`src/rtl/alu_pkg.sv`:
```
// Shared ALU definitions: opcode enum, RV32I encoding constants and the decoded
// beat that travels from decode to the ALU inputs.
package alu_pkg;

    typedef enum logic [3:0] {
        ALU_NONE = 4'd0,
        ALU_ADD  = 4'd1,
        ALU_SUB  = 4'd2,
        ALU_AND  = 4'd3,
        ALU_OR   = 4'd4,
        ALU_XOR  = 4'd5,
        ALU_NOT  = 4'd6,
        ALU_SLL  = 4'd7,
        ALU_SRL  = 4'd8,
        ALU_SRA  = 4'd9,
        ALU_ROL  = 4'd10
    } alu_ops_t;

    localparam logic [6:0] OPC_OP     = 7'b0110011;
    localparam logic [6:0] OPC_OP_IMM = 7'b0010011;
    localparam logic [6:0] OPC_LUI    = 7'b0110111;
    localparam logic [6:0] OPC_AUIPC  = 7'b0010111;

    localparam logic [2:0] F3_ADD_SUB = 3'b000;
    localparam logic [2:0] F3_SLL     = 3'b001;
    localparam logic [2:0] F3_XOR     = 3'b100;
    localparam logic [2:0] F3_SR      = 3'b101;
    localparam logic [2:0] F3_OR      = 3'b110;
    localparam logic [2:0] F3_AND     = 3'b111;

    localparam logic [6:0] F7_BASE = 7'b0000000;
    localparam logic [6:0] F7_ALT  = 7'b0100000;
    localparam logic [6:0] F7_ROT  = 7'b0110000;

    localparam logic [11:0] IMM_ALL_ONES = 12'hfff;

    typedef struct packed {
        alu_ops_t    alu_op;
        logic [31:0] a;
        logic [31:0] b;
        logic [4:0]  rd;
        logic        illegal;
    } alu_beat_t;

endpackage

```
`src/rtl/pipe_skid_buf.sv`:
```
// Generic valid/ready pipeline register with an optional second (skid) entry so
// the upstream ready can come from a flop instead of the downstream ready.
module pipe_skid_buf #(
    parameter type T    = logic [7:0],
    parameter bit  SKID = 1'b1
) (
    input  logic clk,
    input  logic rst,
    input  logic in_valid_i,
    output logic in_ready_o,
    input  T     in_data_i,
    output logic out_valid_o,
    input  logic out_ready_i,
    output T     out_data_o
);

    // A beat moves on a side only in a cycle where that side's valid and ready
    // are both high; valid never drops and data never changes while waiting.
    logic main_valid_q, main_valid_d;
    logic skid_valid_q, skid_valid_d;
    T     main_q, main_d;
    T     skid_q, skid_d;
    logic in_fire;
    logic out_fire;

    assign in_fire  = in_valid_i & in_ready_o;
    assign out_fire = main_valid_q & out_ready_i;

    generate
        if (SKID) begin : g_two_entry
            assign in_ready_o = ~rst & ~skid_valid_q;
        end else begin : g_one_entry
            assign in_ready_o = ~rst & (out_ready_i | ~main_valid_q);
        end
    endgenerate

    // With SKID=0 the ready equation guarantees main is free on every accept,
    // so the skid branch below is never taken and the entry folds away.
    always_comb begin
        main_valid_d = main_valid_q;
        skid_valid_d = skid_valid_q;
        main_d       = main_q;
        skid_d       = skid_q;
        if (skid_valid_q) begin
            if (out_fire) begin
                main_d       = skid_q;
                skid_valid_d = 1'b0;
            end
        end else if (in_fire) begin
            if (!main_valid_q || out_fire) begin
                main_d       = in_data_i;
                main_valid_d = 1'b1;
            end else begin
                skid_d       = in_data_i;
                skid_valid_d = 1'b1;
            end
        end else if (out_fire) begin
            main_valid_d = 1'b0;
        end
    end

    always_ff @(posedge clk) begin
        if (rst) begin
            main_valid_q <= 1'b0;
            skid_valid_q <= 1'b0;
            main_q       <= '0;
            skid_q       <= '0;
        end else begin
            main_valid_q <= main_valid_d;
            skid_valid_q <= skid_valid_d;
            main_q       <= main_d;
            skid_q       <= skid_d;
        end
    end

    assign out_valid_o = main_valid_q;
    assign out_data_o  = main_q;

endmodule

```
`src/rtl/alu_decode_stage.sv`:
```
// RV32I integer decode feeding the ALU: picks opcode and operands from the
// instruction, then registers the result behind a skid buffer.
module alu_decode_stage #(
    parameter bit ENABLE_ROL = 1'b1,
    parameter bit SKID       = 1'b1
) (
    input  logic        clk,
    input  logic        rst,
    input  logic        in_valid,
    output logic        in_ready,
    input  logic [31:0] in_instr,
    input  logic [31:0] in_pc,
    input  logic [31:0] in_rs1_data,
    input  logic [31:0] in_rs2_data,
    output logic        out_valid,
    input  logic        out_ready,
    output logic [3:0]  out_alu_op,
    output logic [31:0] out_a,
    output logic [31:0] out_b,
    output logic [4:0]  out_rd,
    output logic        out_illegal
);

    import alu_pkg::*;

    logic [6:0]  opc;
    logic [2:0]  funct3;
    logic [6:0]  funct7;
    logic [31:0] imm_i;
    logic [31:0] imm_u;
    logic [31:0] shamt;
    alu_ops_t    dec_op;
    logic [31:0] dec_a;
    logic [31:0] dec_b;
    logic        dec_illegal;
    alu_beat_t   dec_beat;
    alu_beat_t   out_beat;

    assign opc    = in_instr[6:0];
    assign funct3 = in_instr[14:12];
    assign funct7 = in_instr[31:25];
    assign imm_i  = {{20{in_instr[31]}}, in_instr[31:20]};
    assign imm_u  = {in_instr[31:12], 12'h000};
    assign shamt  = {27'd0, in_instr[24:20]};

    always_comb begin
        dec_op = ALU_NONE;
        dec_a  = in_rs1_data;
        dec_b  = in_rs2_data;
        case (opc)
            OPC_OP: begin
                case (funct3)
                    F3_ADD_SUB: begin
                        if (funct7 == F7_BASE)     dec_op = ALU_ADD;
                        else if (funct7 == F7_ALT) dec_op = ALU_SUB;
                    end
                    F3_SLL: begin
                        if (funct7 == F7_BASE)                   dec_op = ALU_SLL;
                        else if (ENABLE_ROL && funct7 == F7_ROT) dec_op = ALU_ROL;
                    end
                    F3_XOR: if (funct7 == F7_BASE) dec_op = ALU_XOR;
                    F3_SR: begin
                        if (funct7 == F7_BASE)     dec_op = ALU_SRL;
                        else if (funct7 == F7_ALT) dec_op = ALU_SRA;
                    end
                    F3_OR:  if (funct7 == F7_BASE) dec_op = ALU_OR;
                    F3_AND: if (funct7 == F7_BASE) dec_op = ALU_AND;
                    default: dec_op = ALU_NONE;
                endcase
            end
            OPC_OP_IMM: begin
                dec_b = imm_i;
                case (funct3)
                    F3_ADD_SUB: dec_op = ALU_ADD;
                    // xori with all-ones immediate is the canonical NOT idiom
                    F3_XOR: dec_op = (in_instr[31:20] == IMM_ALL_ONES) ? ALU_NOT : ALU_XOR;
                    F3_OR:  dec_op = ALU_OR;
                    F3_AND: dec_op = ALU_AND;
                    F3_SLL: begin
                        dec_b = shamt;
                        if (funct7 == F7_BASE) dec_op = ALU_SLL;
                    end
                    F3_SR: begin
                        dec_b = shamt;
                        if (funct7 == F7_BASE)     dec_op = ALU_SRL;
                        else if (funct7 == F7_ALT) dec_op = ALU_SRA;
                    end
                    default: dec_op = ALU_NONE;
                endcase
            end
            OPC_LUI: begin
                dec_op = ALU_ADD;
                dec_a  = '0;
                dec_b  = imm_u;
            end
            OPC_AUIPC: begin
                dec_op = ALU_ADD;
                dec_a  = in_pc;
                dec_b  = imm_u;
            end
            default: dec_op = ALU_NONE;
        endcase
    end

    // Illegal beats still flow downstream, but with zeroed operands.
    always_comb begin
        dec_illegal      = (dec_op == ALU_NONE);
        dec_beat.alu_op  = dec_op;
        dec_beat.a       = dec_illegal ? 32'd0 : dec_a;
        dec_beat.b       = dec_illegal ? 32'd0 : dec_b;
        dec_beat.rd      = in_instr[11:7];
        dec_beat.illegal = dec_illegal;
    end

    pipe_skid_buf #(
        .T    (alu_beat_t),
        .SKID (SKID)
    ) u_skid (
        .clk         (clk),
        .rst         (rst),
        .in_valid_i  (in_valid),
        .in_ready_o  (in_ready),
        .in_data_i   (dec_beat),
        .out_valid_o (out_valid),
        .out_ready_i (out_ready),
        .out_data_o  (out_beat)
    );

    assign out_alu_op  = out_beat.alu_op;
    assign out_a       = out_beat.a;
    assign out_b       = out_beat.b;
    assign out_rd      = out_beat.rd;
    assign out_illegal = out_beat.illegal;

endmodule
```
`config.mk`:
```
export PLATFORM = sky130hd
export DESIGN_NAME = alu_decode_stage
export DESIGN_NICKNAME = d
export VERILOG_FILES = /design/src/rtl/alu_pkg.sv /design/src/rtl/pipe_skid_buf.sv /design/src/rtl/alu_decode_stage.sv
export SDC_FILE = /design/constraint.sdc
export NUM_CORES = 1
export LEC_CHECK = 0
export CAP_MARGIN = 20
export CORE_ASPECT_RATIO = 0.5
export CORE_MARGIN = 2
export CORE_UTILIZATION = 49
export DETAILED_ROUTE_END_ITERATION = 12
export PLACE_DENSITY = 0.86
export SETUP_SLACK_MARGIN = 0.05
export SLEW_MARGIN = 20
export SYNTH_ARGS = -nofsm -noshare
export SYNTH_HDL_FRONTEND = slang
export SYNTH_SLANG_ARGS = --single-unit
```
`constraint.sdc`:
```
create_clock -name clk -period 2.75 [get_ports clk]
set_clock_uncertainty 0.15 [all_clocks]
set_input_delay 0.4125 -clock clk [delete_from_list [all_inputs] [get_ports clk]]
set_output_delay 0.4125 -clock clk [all_outputs]
set_load 0.05 [all_outputs]
```
# [Word level (Yosys, flattened, before mapping)]
# Cells that the tools add are included.
[totals] reg_bits=150 inputBits=132 output_inout_bits=76 elab_cells=75
[op_classes] n_eq_ne=14 n_mux=30 bitwise=6 reduce_logical=13
[op_table] operator="$mux W74" count=4
[op_table] operator="$pmux W32 S2" count=2
[op_table] operator="$mux W32" count=3
[op_table] operator="$pmux W4 S6" count=2
[op_table] operator="$eq A7 B6 Y1 const B" count=4
[op_table] operator="$mux W4" count=4
[op_table] operator="$eq A7 B5 Y1 const B" count=2
[op_table] operator="$eq A12 B12 Y1 const B" count=1
[op_table] operator="$eq A3 B3 Y1 const B" count=4
[op_table] operator="$pmux W4 S3" count=1
[op_table] operator="$mux W3" count=3
[op_table] operator="$reduce_and A3 Y1" count=3
[op_table] operator="$mux W2" count=4
[op_table] operator="$logic_not A7 Y1" count=1
[op_table] operator="$mux W1" count=7
[op_table] operator="$reduce_bool A2 Y1" count=3
[op_table] operator="$logic_not A4 Y1" count=1
[op_table] operator="$ne A2 B2 Y1 const B" count=2
[op_table] operator="$reduce_or A2 Y1" count=2
[op_table] operator="$and A1 B1 Y1" count=3
[op_table] operator="$eq A3 B1 Y1 const B" count=1
[op_table] operator="$logic_not A3 Y1" count=1
[op_table] operator="$not A1 Y1" count=3
[op_table] operator="$logic_not A1 Y1" count=1
[op_table] operator="$logic_or A1 B1 Y1" count=1

# [Longest topological paths before layout]
# Gate-level depths: netlist (run 1).
[depth] word_depth=10 depth_mapped=9 mapped_depth_nobuf=6

# [Cells and area by module]
# Synthesis (run 1) repeated with hierarchy kept, for this count alone.
[hier_totals] hier_cells=920 hier_area_um2=8493.1
[modules_own_cells] mod="pipe_skid_buf" n_inst=1 cells_per_inst=656 area_per_inst_um2=6755.2 seq_area_each_um2=3002.9
[modules_own_cells] mod="alu_decode_stage" n_inst=1 cells_per_inst=264 area_per_inst_um2=1737.9 seq_area_each_um2=0.0

# [Least setup slack after synthesis (run 1)]
# No wires, ideal clock.
[synth_path] kind="input to register" startpoint="in rst" endpoint="reg u_skid.main_q (netlist bit u_skid.out_data_o[35])" setup_ns=0.119 t_arrival_ns=2.625 required_time_ns=2.481 slack_ns=-0.144 path_stages=9 n_path_buf=4 path_cell_list="clkbuf_1 -> nor2_1 -> a22o_1 -> and2_1 -> clkbuf_1 -> clkbuf_1 -> clkbuf_1 -> nand2_1 -> o221a_2"
[synth_via] elab_chain_len=5
[synth_lines] item="start, declared" line="alu_decode_stage.sv:8" source="input logic rst,"
[synth_lines] item="$not A1 Y1" line="pipe_skid_buf.sv:31" source="assign in_ready_o = ~rst & ~skid_valid_q;"
[synth_lines] item="$and A1 B1 Y1" line="pipe_skid_buf.sv:31"
[synth_lines] item="via in_ready" line="alu_decode_stage.sv:10" source="output logic in_ready,"
[synth_lines] item="$and A1 B1 Y1" line="pipe_skid_buf.sv:26" source="assign in_fire = in_valid_i & in_ready_o;"
[synth_lines] item="$reduce_bool A2 Y1 (no source line)"
[synth_lines] item="$reduce_and A3 Y1 (no source line)"
[synth_lines] item="end signal, assigned" line="pipe_skid_buf.sv:71" source="main_q <= main_d;"
[synth_lines] item="end, declared" line="pipe_skid_buf.sv:21" source="T main_q, main_d;"
# The timed path passes the listed nets, and every way through them passes these cells.
# A chain may end at the register's enable or synchronous reset.

# [Worst setup path after layout (run 1)]
[layout_path] startpoint="in in_instr[29]" endpoint="reg u_skid.main_q (netlist bit u_skid.out_data_o[24])"
[layout_via] elab_chain_len=10 word_cells_on_any_way=23 classes_between="eq/ne: 3; mux: 18; reduce/logical: 2"
[layout_lines] item="start, declared" line="alu_decode_stage.sv:11" source="input logic [31:0] in_instr,"
[layout_lines] item="$eq A7 B6 Y1, on equally long branches"
[layout_lines] item="$mux W4 (tied with other cells)" line="alu_decode_stage.sv:64, alu_decode_stage.sv:86"
[layout_lines] item="$mux W4 (tied with other cells)" line="alu_decode_stage.sv:63" source="if (funct7 == F7_BASE) dec_op = ALU_SRL;"
[layout_lines] item="$pmux W4 S6, on equally long branches" line="alu_decode_stage.sv:73, alu_decode_stage.sv:52"
[layout_lines] item="$pmux W4 S3 (*)" line="alu_decode_stage.sv:50" source="case (opc)"
[layout_lines] item="$logic_not A4 Y1 (*)" line="alu_decode_stage.sv:107" source="dec_illegal = (dec_op == ALU_NONE);"
[layout_lines] item="$mux W32 (*)" line="alu_decode_stage.sv:110" source="dec_beat.b = dec_illegal ? 32'd0 : dec_b;"
[layout_lines] item="$mux W74 (*)" line="pipe_skid_buf.sv:50" source="if (!main_valid_q || out_fire) begin"
[layout_lines] item="$mux W74 (*)" line="pipe_skid_buf.sv:49" source="end else if (in_fire) begin"
[layout_lines] item="$mux W74 (*)" line="pipe_skid_buf.sv:44" source="if (skid_valid_q) begin"
# Every way passes the cells marked *; elsewhere a longest branch is shown, timed or not. The select of a mux whose other input is x is not followed.

==> results.toml, run 1 <==
[cts]
worst_skew_pair.late_latency_ns = 0.43
tritoncts.num_buffers = 17
clock_sinks = 150
cts_max_level = 4
cts.hold.buffers_added = 0
cts_tree = "built"
clk_root_buffer_cell = "clkbuf_16"
worst_setup_hold_path_clk_slew_ns = 0.07
number_of_buffers_on_the_longest_clock_path = 2

[finish]
layout_common_cells = "clkdlybuf4s50_1 (205), dfxtp_1 (149), buf_4 (95)"
n_antenna_cell = 0
areaGrowthSynthToFinish_pct = 49.13
fin_nets = 1235
stdcell_count = 1313
finalCoreUtilization_pct = 76.17
postLayoutCellArea_um2 = 11230
fill_cells = 1044
drive_above_1_share_pct = 20.54
final_common_cell = "clkdlybuf4s50_1"

[synthesis]
yosys_warnings = 0
synthArstFlopShare_pct = 0
ys_types = 59
yosys_register_bits = 150
synth_top_cell_area_share_pct = 39.89
synth.yosys.seq_area_share_pct = 39.89
synthCells = 867
synth.cell_area_um2 = 7528
syn-num-nets = 999
post_synth_main_area_contributors = "dfxtp_1 (40%), o31ai_2 (4.8%), nand3_1 (4.5%)"
synth-edff-count = 0
synthDominantAreaCellType = "dfxtp_1"
dominantRegCellSynth = "dfxtp_1"
synthesis.area_per_instance_um2 = 8.683

[placed_design]
numPortBuffers = 207
routabilityCongestion = 0.8941
dpl-instance-area_um2 = 10470
place.detailed.instances = 1281
detailedPlacementHpwl_um = 16760
dp_slack_ns = -0.4476

[worst_setup_path]
critical-path-top-delay-family = "compound AO/OA/AOI/OAI gates"
worst_setup_path_end_kind = "flip-flop"
worst-setup-path-type = "in2reg"
critical-path-max-stage-delay_ns = 0.46
cpMaxStageDelayCell = "clkdlybuf4s50_1"
list_of_cells_traversed_by_the_critical_path = "clkdlybuf4s50_1, buf_4, a21boi_1, a2111o_1, a221oi_4, a211oi_4, buf_12, a211oi_1, o221a_2"
worstPathArrival_ns = 2.88
data_required_critical_path_ns = 2.97
path_max_fanout = 22
critical_path.startpoint_type = "input port"
cp_num_buf_inv = 3

[drt]
postRouteAntennaNets = 0
wire_per_inst_um = 19.32
drt_pass_1_iters = 6
detail_route.iter0.violations = 736
routed_wirelength_um = 25370
remaining_drc_errors = 0
via_density_per_instance = 6.196
detailroute.via_count = 8136

[timing]
report.final.slew_viol_count = 0
worst_slack_ns = 0.08411
final-setup-viol-count = 0
worstMarginPinSlew_ns = 1.091
relative_slew_slack_pct = 27.29
finalHoldViolCount = 0
rsz0062_at_grt = "yes"
finalCritPeriodShare_pct = 96.94
fmaxAchievable_ghz = 0.3751
fin_crit_ns = 2.666

[global_routing]
grt_pass1_wl_um = 40000
grt_pass1_vias = 7817
grt_overflow_total = 0
gr-usage-all-layers_pct = 30.52
grt_antenna_before_repair = 0
grt_start_max_net_pins = 100

[flow_run]
drv_cap = 0

[power_and_ir_drop]
vdd_drop_max_v = 0.0006054
leakage_nw = 4.048
power_per_cell_area_nw_per_um2 = 552.5
power_w = 0.006203

[min_path]
hold_path_class = "reg2reg"

[floorplanning]
starting_density_of_the_core_pct = 51.08
io_pins = 208
floorplan.die_area_um2 = 16430
die_w_um = 179.3
floorplan.rows = 31
die_height_um = 91.65
core_area_um2 = 14740

[run_status]
status = "completed"
[cell usage after synthesis, types with 2 or more instances]
| cell type | instances |
|---|---|
| and4b_1 | 2 |
| nor2b_1 | 2 |
| o21ai_0 | 35 |
| o2bb2ai_1 | 32 |
| o221a_2 | 28 |
| buf_4 | 3 |
| o221a_1 | 3 |
| dfxtp_1 | 150 |
| or3_1 | 3 |
| clkbuf_1 | 86 |
| a221oi_1 | 19 |
| nor4_1 | 2 |
| nand4_1 | 4 |
| nand3_1 | 68 |
| a21oi_1 | 48 |
| mux2i_1 | 8 |
| a31oi_1 | 3 |
| nor2_1 | 45 |
| a32o_1 | 32 |
| buf_6 | 3 |
| o31ai_2 | 29 |
| nor3_1 | 34 |
| a21boi_0 | 32 |
| nand2_1 | 85 |
| and2_1 | 5 |
| o31ai_1 | 5 |
| inv_1 | 4 |
| nand2b_1 | 3 |
| nor3b_1 | 3 |
| buf_2 | 11 |
| a22oi_1 | 11 |
| a211oi_1 | 42 |
[power breakdown]
| group | switching [W] | internal, W |
|---|---|---|
| Sequential | 0.0000640 | 0.00226 |
| Clock | 0.00102 | 0.00158 |
| Combinational | 0.000731 | 0.000539 |
[path summary, 6_finish.rpt]
check	cells after the start	from	endpoint	slack [ns]
max reg2reg	3	u_skid.skid_valid_q$_SDFF_PP0_	u_skid.out_data_o[72]$_SDFFE_PP0P_	0.32
min reg2reg	2	u_skid.skid_q[72]$_SDFFE_PP0P_	u_skid.skid_q[72]$_SDFFE_PP0P_	0.31
min	2	u_skid.skid_q[72]$_SDFFE_PP0P_	u_skid.skid_q[72]$_SDFFE_PP0P_	0.31
max	9	in_instr[29]	u_skid.out_data_o[24]$_SDFFE_PP0P_	0.08
[cell families (layout without fill, tap and decap cells)]
logic type / count (synthesis) / in the layout / share of synthesized area, %
simple gates: 266 / 266 / 16.55
xor+xnor: 1 / 1 / 0.1164
flops: 150 / 150 / 39.89
buf+inv: 108 / 356 / 6.016
mux: 8 / 8 / 1.064
compound gates: 334 / 334 / 36.36
[state kept, by name, summed over array words and instances (netlist names)]
register and cells:
u_skid.out_data_o 74, u_skid.skid_valid_q 1, u_skid.out_valid_o 1, u_skid.skid_q 74
[worst min-delay path: cells and delay by family (launching register included)]
family             cells  cell delay [ns]
DFF                    1             0.31
and+or+nand+nor        1             0.05
AOI/OAI and AO/OA      1             0.05
[metal layers]
metal,GRT usage [%],up-vias,wire length [um],share of wire [%]
li1,-,3790,-,-
met1,38.33,3952,10380,41
met2,52.52,346,12640,50
met3,5.224,48,1765,7.0
met4,11.22,0,579,2.3
met5,0,-,0,0
[metrics by stage]
stage               setup TNS [ns]  hold WS, ns
CTS                              0       0.3079
global placement            -39.90       0.2887
floorplan                        0       0.2815
finish                           0       0.3107
detailed placement          -42.28       0.3003
global route                     0       0.3234
[area by class of cell]
cell class / instances / area, um2 / area share (%)
Multi-Input combinational cell: 609 / 4182 / 37.25
Timing Repair Buffer: 320 / 3127 / 27.85
Sequential cell: 150 / 3007 / 26.78
Clock buffer: 19 / 452.9 / 4.034
Tap cell: 198 / 247.7 / 2.207
Clock inverter: 12 / 191.4 / 1.705
Inverter: 5 / 20.02 / 0.1783
[repair_timing]
item / 4_1_cts / 5_1_grt
setup buffers: 0 / 1
gates resized for setup: 4 / 17
pin swaps: 2 / 3
endpoints found under the setup margin: 33 / 119
Power figures use the tool's default switching activity.
==> run 2, diff against run 1 <==
--- a/config.mk
+++ b/config.mk
@@ -7,7 +7,7 @@
 export LEC_CHECK = 0
 export CAP_MARGIN = 20
 export CORE_ASPECT_RATIO = 0.5
-export CORE_MARGIN = 2
+export CORE_MARGIN = 1
 export CORE_UTILIZATION = 49
 export DETAILED_ROUTE_END_ITERATION = 12
 export PLACE_DENSITY = 0.86
==> run 2 against run 1 <==
  * Power shrank 5.3%
  * Largest cell class unchanged
  * Critical path type unchanged
  * Highest routed layer unchanged
  * Combinational power about the same
  * Critical path depth down 1
==> results.toml, run 2 (same netlist as run 1, synthesis figures left out) <==
[worst_setup_path]
cp_num_buf_inv = 2
worst-setup-path-type = "in2reg"
path_max_fanout = 64
worstPathArrival_ns = 2.81
critical-path-top-delay-family = "simple AND/OR/NAND/NOR gates"
critical_path.startpoint_type = "input port"
worst_setup_path_end_kind = "flip-flop"
data_required_critical_path_ns = 2.91
cpMaxStageDelayCell = "or4_1"
critical-path-max-stage-delay_ns = 0.57
list_of_cells_traversed_by_the_critical_path = "clkdlybuf4s50_1, nand4_1, or4_1, and4_1, a311oi_4, nand2_2, buf_12, a32o_1"

[placed_design]
numPortBuffers = 207
routabilityCongestion = 1.015
detailedPlacementHpwl_um = 16440
place.detailed.instances = 1270

[cts]
cts.repair_timing.setup_buffer_count = 0
worst_setup_hold_path_clk_slew_ns = 0.06
cts.hold.buffers_added = 0
clock_sinks = 150
clk_root_buffer_cell = "clkbuf_16"
number_of_buffers_on_the_longest_clock_path = 2
cts_max_level = 4
worst_skew_pair.late_latency_ns = 0.42
tritoncts.num_buffers = 17
cts_tree = "built"

[floorplanning]
core_area_um2 = 14740
io_pins = 208
die_w_um = 177.3
starting_density_of_the_core_pct = 51.08
die_height_um = 89.65
floorplan.rows = 31
floorplan.die_area_um2 = 15890

[min_path]
hold_path_class = "reg2reg"

[drt]
drt_pass_1_iters = 6
remaining_drc_errors = 0
wire_per_inst_um = 18.77
detail_route.iter0.violations = 682
routed_wirelength_um = 24450
postRouteAntennaNets = 0
detailroute.via_count = 8078
via_density_per_instance = 6.204

[finish]
stdcell_count = 1302
n_antenna_cell = 0
areaGrowthSynthToFinish_pct = 45.92
drive_above_1_share_pct = 19.29
fin_nets = 1223
layout_common_cells = "clkdlybuf4s50_1 (205), dfxtp_1 (149), buf_4 (88)"
final_common_cell = "clkdlybuf4s50_1"

[global_routing]
grt_antenna_before_repair = 0
grt_pass1_vias = 7352
grt_pass1_wl_um = 37770
grt_overflow_total = 0
gr-usage-all-layers_pct = 30.36
grt_start_max_net_pins = 133

[timing]
report.final.slew_viol_count = 0
worstMarginPinSlew_ns = 0.8890
relative_slew_slack_pct = 40.74
rsz0062_at_grt = "yes"
fin_crit_ns = 2.657
finalCritPeriodShare_pct = 96.63
final-setup-viol-count = 0
fmaxAchievable_ghz = 0.3763
finalHoldViolCount = 0

[power_and_ir_drop]
power_per_cell_area_nw_per_um2 = 534.8
vdd_drop_max_v = 0.0004405
power_w = 0.005875
leakage_nw = 3.910

[run_status]
status = "completed"

[flow_run]
drv_cap = 0
[run 2: changes by cell type in the layout (fill, tap and decap cells not counted), sizes merged]
cell,before,now
dlygate4sd2,0,1
inv,7,8
bufinv,4,1
buf,114,102
dlymetal6s2s,1,0
clkinv,5,8
[run 2: final timing paths]
| check | startpoint | end | slack (ns) | depth (start not counted) |
|---|---|---|---|---|
| max | in_instr[26] | u_skid.skid_q[54]$_SDFFE_PP0P_ | 0.09 | 8 |
| min reg2reg | u_skid.skid_q[5]$_SDFFE_PP0P_ | u_skid.skid_q[5]$_SDFFE_PP0P_ | 0.31 | 2 |
| min | u_skid.skid_q[5]$_SDFFE_PP0P_ | u_skid.skid_q[5]$_SDFFE_PP0P_ | 0.31 | 2 |
| max reg2reg | u_skid.skid_valid_q$_SDFF_PP0_ | u_skid.out_data_o[16]$_SDFFE_PP0P_ | 0.80 | 6 |
[run 2: stage by stage]
step                      util [%]  hold slack [ns]  cell area (um2)  setup slack [ns]  setup TNS [ns]
after global placement       70.25           0.2888            10350           -0.4194          -38.09
after global routing         74.53           0.3315            10990           0.02478               0
after detailed placement     70.25           0.2998            10350           -0.4373          -42.50
after CTS                    74.27           0.3120            10950           0.04410               0
final                        74.53           0.3111            10990           0.09267               0
after floorplan                  -           0.2815             7531            0.1160               0
[run 2: layout make-up]
class                      count  area, um2
sequential                   150       3007
fill                        1088       3754
inverter                       5      20.02
clock buffer                  19      442.9
clock inverter                13      136.4
multi-input combinational    609       4148
tap                          198      247.7
timing repair buffer         308       2984
[run 2: metal layers]
| layer | up-vias | global-route usage, % | part of all wire (%) |
|---|---|---|---|
| met5 | - | 0 | 0 |
| met2 | 332 | 52.95 | 48 |
| met3 | 43 | 5.345 | 6.4 |
| met1 | 3923 | 38.91 | 43 |
| li1 | 3780 | - | - |
| met4 | 0 | 9.557 | 1.9 |
[run 2: where the power goes]
group / internal, W / leakage [nW] / switching (W)
Clock: 0.00130 / 0.281 / 0.00100
Combinational: 0.000527 / 2.41 / 0.000733
Sequential: 0.00226 / 1.22 / 0.0000532
Total: 0.00409 / 3.91 / 0.00179
[run 2: what timing repair did]
item / 4_1_cts / 5_1_grt
setup endpoints to repair: 37 / 98
resized for setup: 3 / 9
pin swaps: 1 / 1
cloned: 0 / 0
[run 2: worst register-to-register path, cell delays in order, from the launching register on]
cell	delay, ns
dfxtp_4	0.36
nor2_2	0.19
a22o_1	0.19
and2_4	0.28
buf_12	0.28
nand2_1	0.14
o221a_2	0.25
==> run 3, diff against run 2 <==
--- a/config.mk
+++ b/config.mk
@@ -11,6 +11,7 @@
 export CORE_UTILIZATION = 49
 export DETAILED_ROUTE_END_ITERATION = 12
 export PLACE_DENSITY = 0.86
+export RECOVER_POWER = 100
 export SETUP_SLACK_MARGIN = 0.05
 export SLEW_MARGIN = 20
 export SYNTH_ARGS = -nofsm -noshare
==> run 3 against run 2 <==
  * Critical path depth rose by 1
  * Largest cell class unchanged
  * Worst setup slack got worse by 0.049 ns
  * Critical endpoint is now u_skid.out_data_o[22]$_SDFFE_PP0P_
  * Worst hold slack improved by 0.0015 ns
  * Core utilization down 1.0 points
  * Die area is the same
  * Clock power is essentially flat
  * Via count hardly changed
==> results.toml, run 3 (same netlist as run 1, synthesis figures left out) <==
[global_routing]
groute.layer.met1.usage_pct = 38.91
grt_antenna_before_repair = 0
grt_start_max_net_pins = 133
grt_pass1_vias = 7352
gr-max-usage-layer = "met2"
grt_pass1_wl_um = 37770
grt_use_met3_pct = 5.345
grt_overflow_total = 0
gr-usage-all-layers_pct = 30.36
groute.layer.met2.usage_pct = 52.95

[worst_setup_path]
worstReg2RegEnd = "u_skid.out_data_o[21]$_SDFFE_PP0P_"
setup.reg_to_reg.worst_slack_ns = 0.40
critical_path.startpoint_type = "input port"
data_required_critical_path_ns = 2.96
worstPathArrival_ns = 2.91
worst-setup-path-type = "in2reg"
worst_setup_path_end_kind = "flip-flop"
rr_worst_depth = 6
reg2reg_launch_point = "u_skid.skid_valid_q$_SDFF_PP0_"
path_max_fanout = 16

[min_path]
min_to = "u_skid.skid_q[72]$_SDFFE_PP0P_"
hold_path_class = "reg2reg"
worstHoldStart = "u_skid.skid_q[72]$_SDFFE_PP0P_"
holdPathStages = 2

[run_status]
status = "completed"

[power_and_ir_drop]
swShare_pct = 30.51
power_w = 0.005830
share_clk_of_total_power_pct = 39.4
seqPwrFrac_pct = 39.7
net_switching_component_of_the_power_w = 0.001779
vdd_drop_max_v = 0.0004393
leakage_nw = 4.057
internal_power_w = 0.004051
power.share.combinational_pct = 20.9
power_per_cell_area_nw_per_um2 = 538.2

[floorplanning]
die_w_um = 177.3
starting_density_of_the_core_pct = 51.08
core_area_um2 = 14740
floorplan.rows = 31
floorplan.die_area_um2 = 15890
die_height_um = 89.65
io_pins = 208

[timing]
report.final.slew_viol_count = 0
fmaxAchievable_ghz = 0.3695
rsz0062_at_grt = "yes"
final-setup-viol-count = 0
finalHoldViolCount = 0
worstMarginPinSlew_ns = 1.267
fin_crit_ns = 2.706
relative_slew_slack_pct = 15.56
finalCritPeriodShare_pct = 98.42

[placed_design]
numPortBuffers = 207
place.detailed.instances = 1270
dpl-instance-area_um2 = 10350
routabilityCongestion = 1.015
detailedPlacementHpwl_um = 16440

[finish]
postLayoutCellArea_um2 = 10830
layout_common_cells = "dfxtp_1 (149), clkdlybuf4s50_1 (129), nand2_1 (84), buf_4 (84), dlygate4sd3_1 (76)"
drive_above_1_share_pct = 16.94
n_antenna_cell = 0
final_common_cell = "dfxtp_1"
stdcell_count = 1302
fin_nets = 1223
areaGrowthSynthToFinish_pct = 43.88

[cts]
clock_sinks = 150
worst_skew_pair.late_latency_ns = 0.42
clk_root_buffer_cell = "clkbuf_16"
number_of_buffers_on_the_longest_clock_path = 2
cts_tree = "built"
worst_setup_hold_path_clk_slew_ns = 0.06
cts_max_level = 4
tritoncts.num_buffers = 17

[drt]
detail_route.iter0.violations = 624
via_density_per_instance = 6.200
remaining_drc_errors = 0
detailroute.via_count = 8073
routed_wirelength_um = 24540
postRouteAntennaNets = 0
wire_per_inst_um = 18.84
drt_pass_1_iters = 5

[flow_run]
drv_cap = 0
==> run 3: cell count changes in the layout (fill, tap and decap cells not counted), moves of 2 or more <==
cell	previous run	this run
clkdlybuf4s50_1	205	129
dlygate4sd3_1	0	76
o31ai_1	4	26
o31ai_2	30	8
buf_4	88	84
clkbuf_1	1	4
buf_12	12	10
clkbuf_2	0	2
==> run 3: layout make-up <==
| class | instances | area, um2 |
|---|---|---|
| multi-input cells | 609 | 4035 |
| fillers | 1115 | 3908 |
| flip-flops and latches | 150 | 3007 |
| repair buffers | 308 | 2943 |
| clock buffers | 19 | 442.9 |
| well taps | 198 | 247.7 |
| clock inverters | 13 | 136.4 |
| inverters | 5 | 20.02 |
==> run 3: worst max-delay path by stage <==
stage / startpoint / endpoint / slack, ns / depth (start not counted)
finish: in_instr[12] / u_skid.out_data_o[22]$_SDFFE_PP0P_ / 0.04 / 9
global route: in_instr[26] / u_skid.out_data_o[22]$_SDFFE_PP0P_ / 0.01 / 9
CTS: in_instr[31] / u_skid.skid_q[21]$_SDFFE_PP0P_ / 0.04 / 10
detailed placement: in_instr[30] / u_skid.skid_q[21]$_SDFFE_PP0P_ / -0.44 / 9
global placement: in_instr[12] / u_skid.out_data_o[32]$_SDFFE_PP0P_ / -0.42 / 10
floorplan: rst / u_skid.out_data_o[35]$_SDFFE_PP0P_ / 0.12 / 9
==> run 3: metal layers <==
layer,routed length (um),vias up
li1,-,3775
met1,10680,3918
met2,11750,342
met3,1651,38
met4,457,0
met5,0,-
==> run 3: worst max-delay path, cell delays in order <==
cell and delay, ns:
clkdlybuf4s50_1 0.53, buf_4 0.20, xnor2_1 0.08, a2111o_1 0.45
a221oi_4 0.34, a211oi_4 0.13, buf_4 0.22, a211oi_1 0.30
o221a_1 0.22
==> run 3: metrics by stage <==
step / setup slack [ns] / utilization, % / hold WS [ns] / TNS (ns)
5_1_grt: 0.01479 / 73.49 / 0.3315 / 0
4_1_cts: 0.04410 / 74.27 / 0.3120 / 0
3_5_place_dp: -0.4373 / 70.25 / 0.2998 / -42.50
3_3_place_gp: -0.4194 / 70.25 / 0.2888 / -38.09
2_1_floorplan: 0.1160 / - / 0.2815 / 0
6_report: 0.04352 / 73.49 / 0.3127 / 0
==> run 3: power groups by stage <==
stage,Sequential (W),Clock [W],Combinational (W)
floorplan,0.00265,0,0.000373
global placement,0.00236,0,0.00123
detailed placement,0.00236,0,0.00124
CTS,0.00232,0.00231,0.00125
global route,0.00232,0.00241,0.00129
finish,0.00231,0.00230,0.00122
==> run 3: timing repair <==
item / in CTS / in global routing
pin swaps: 1 / 1
setup buffers: 0 / 0
setup endpoints to repair: 37 / 98
hold buffers: 0 / 0
gates cloned: 0 / 0
gates resized for setup: 3 / 9
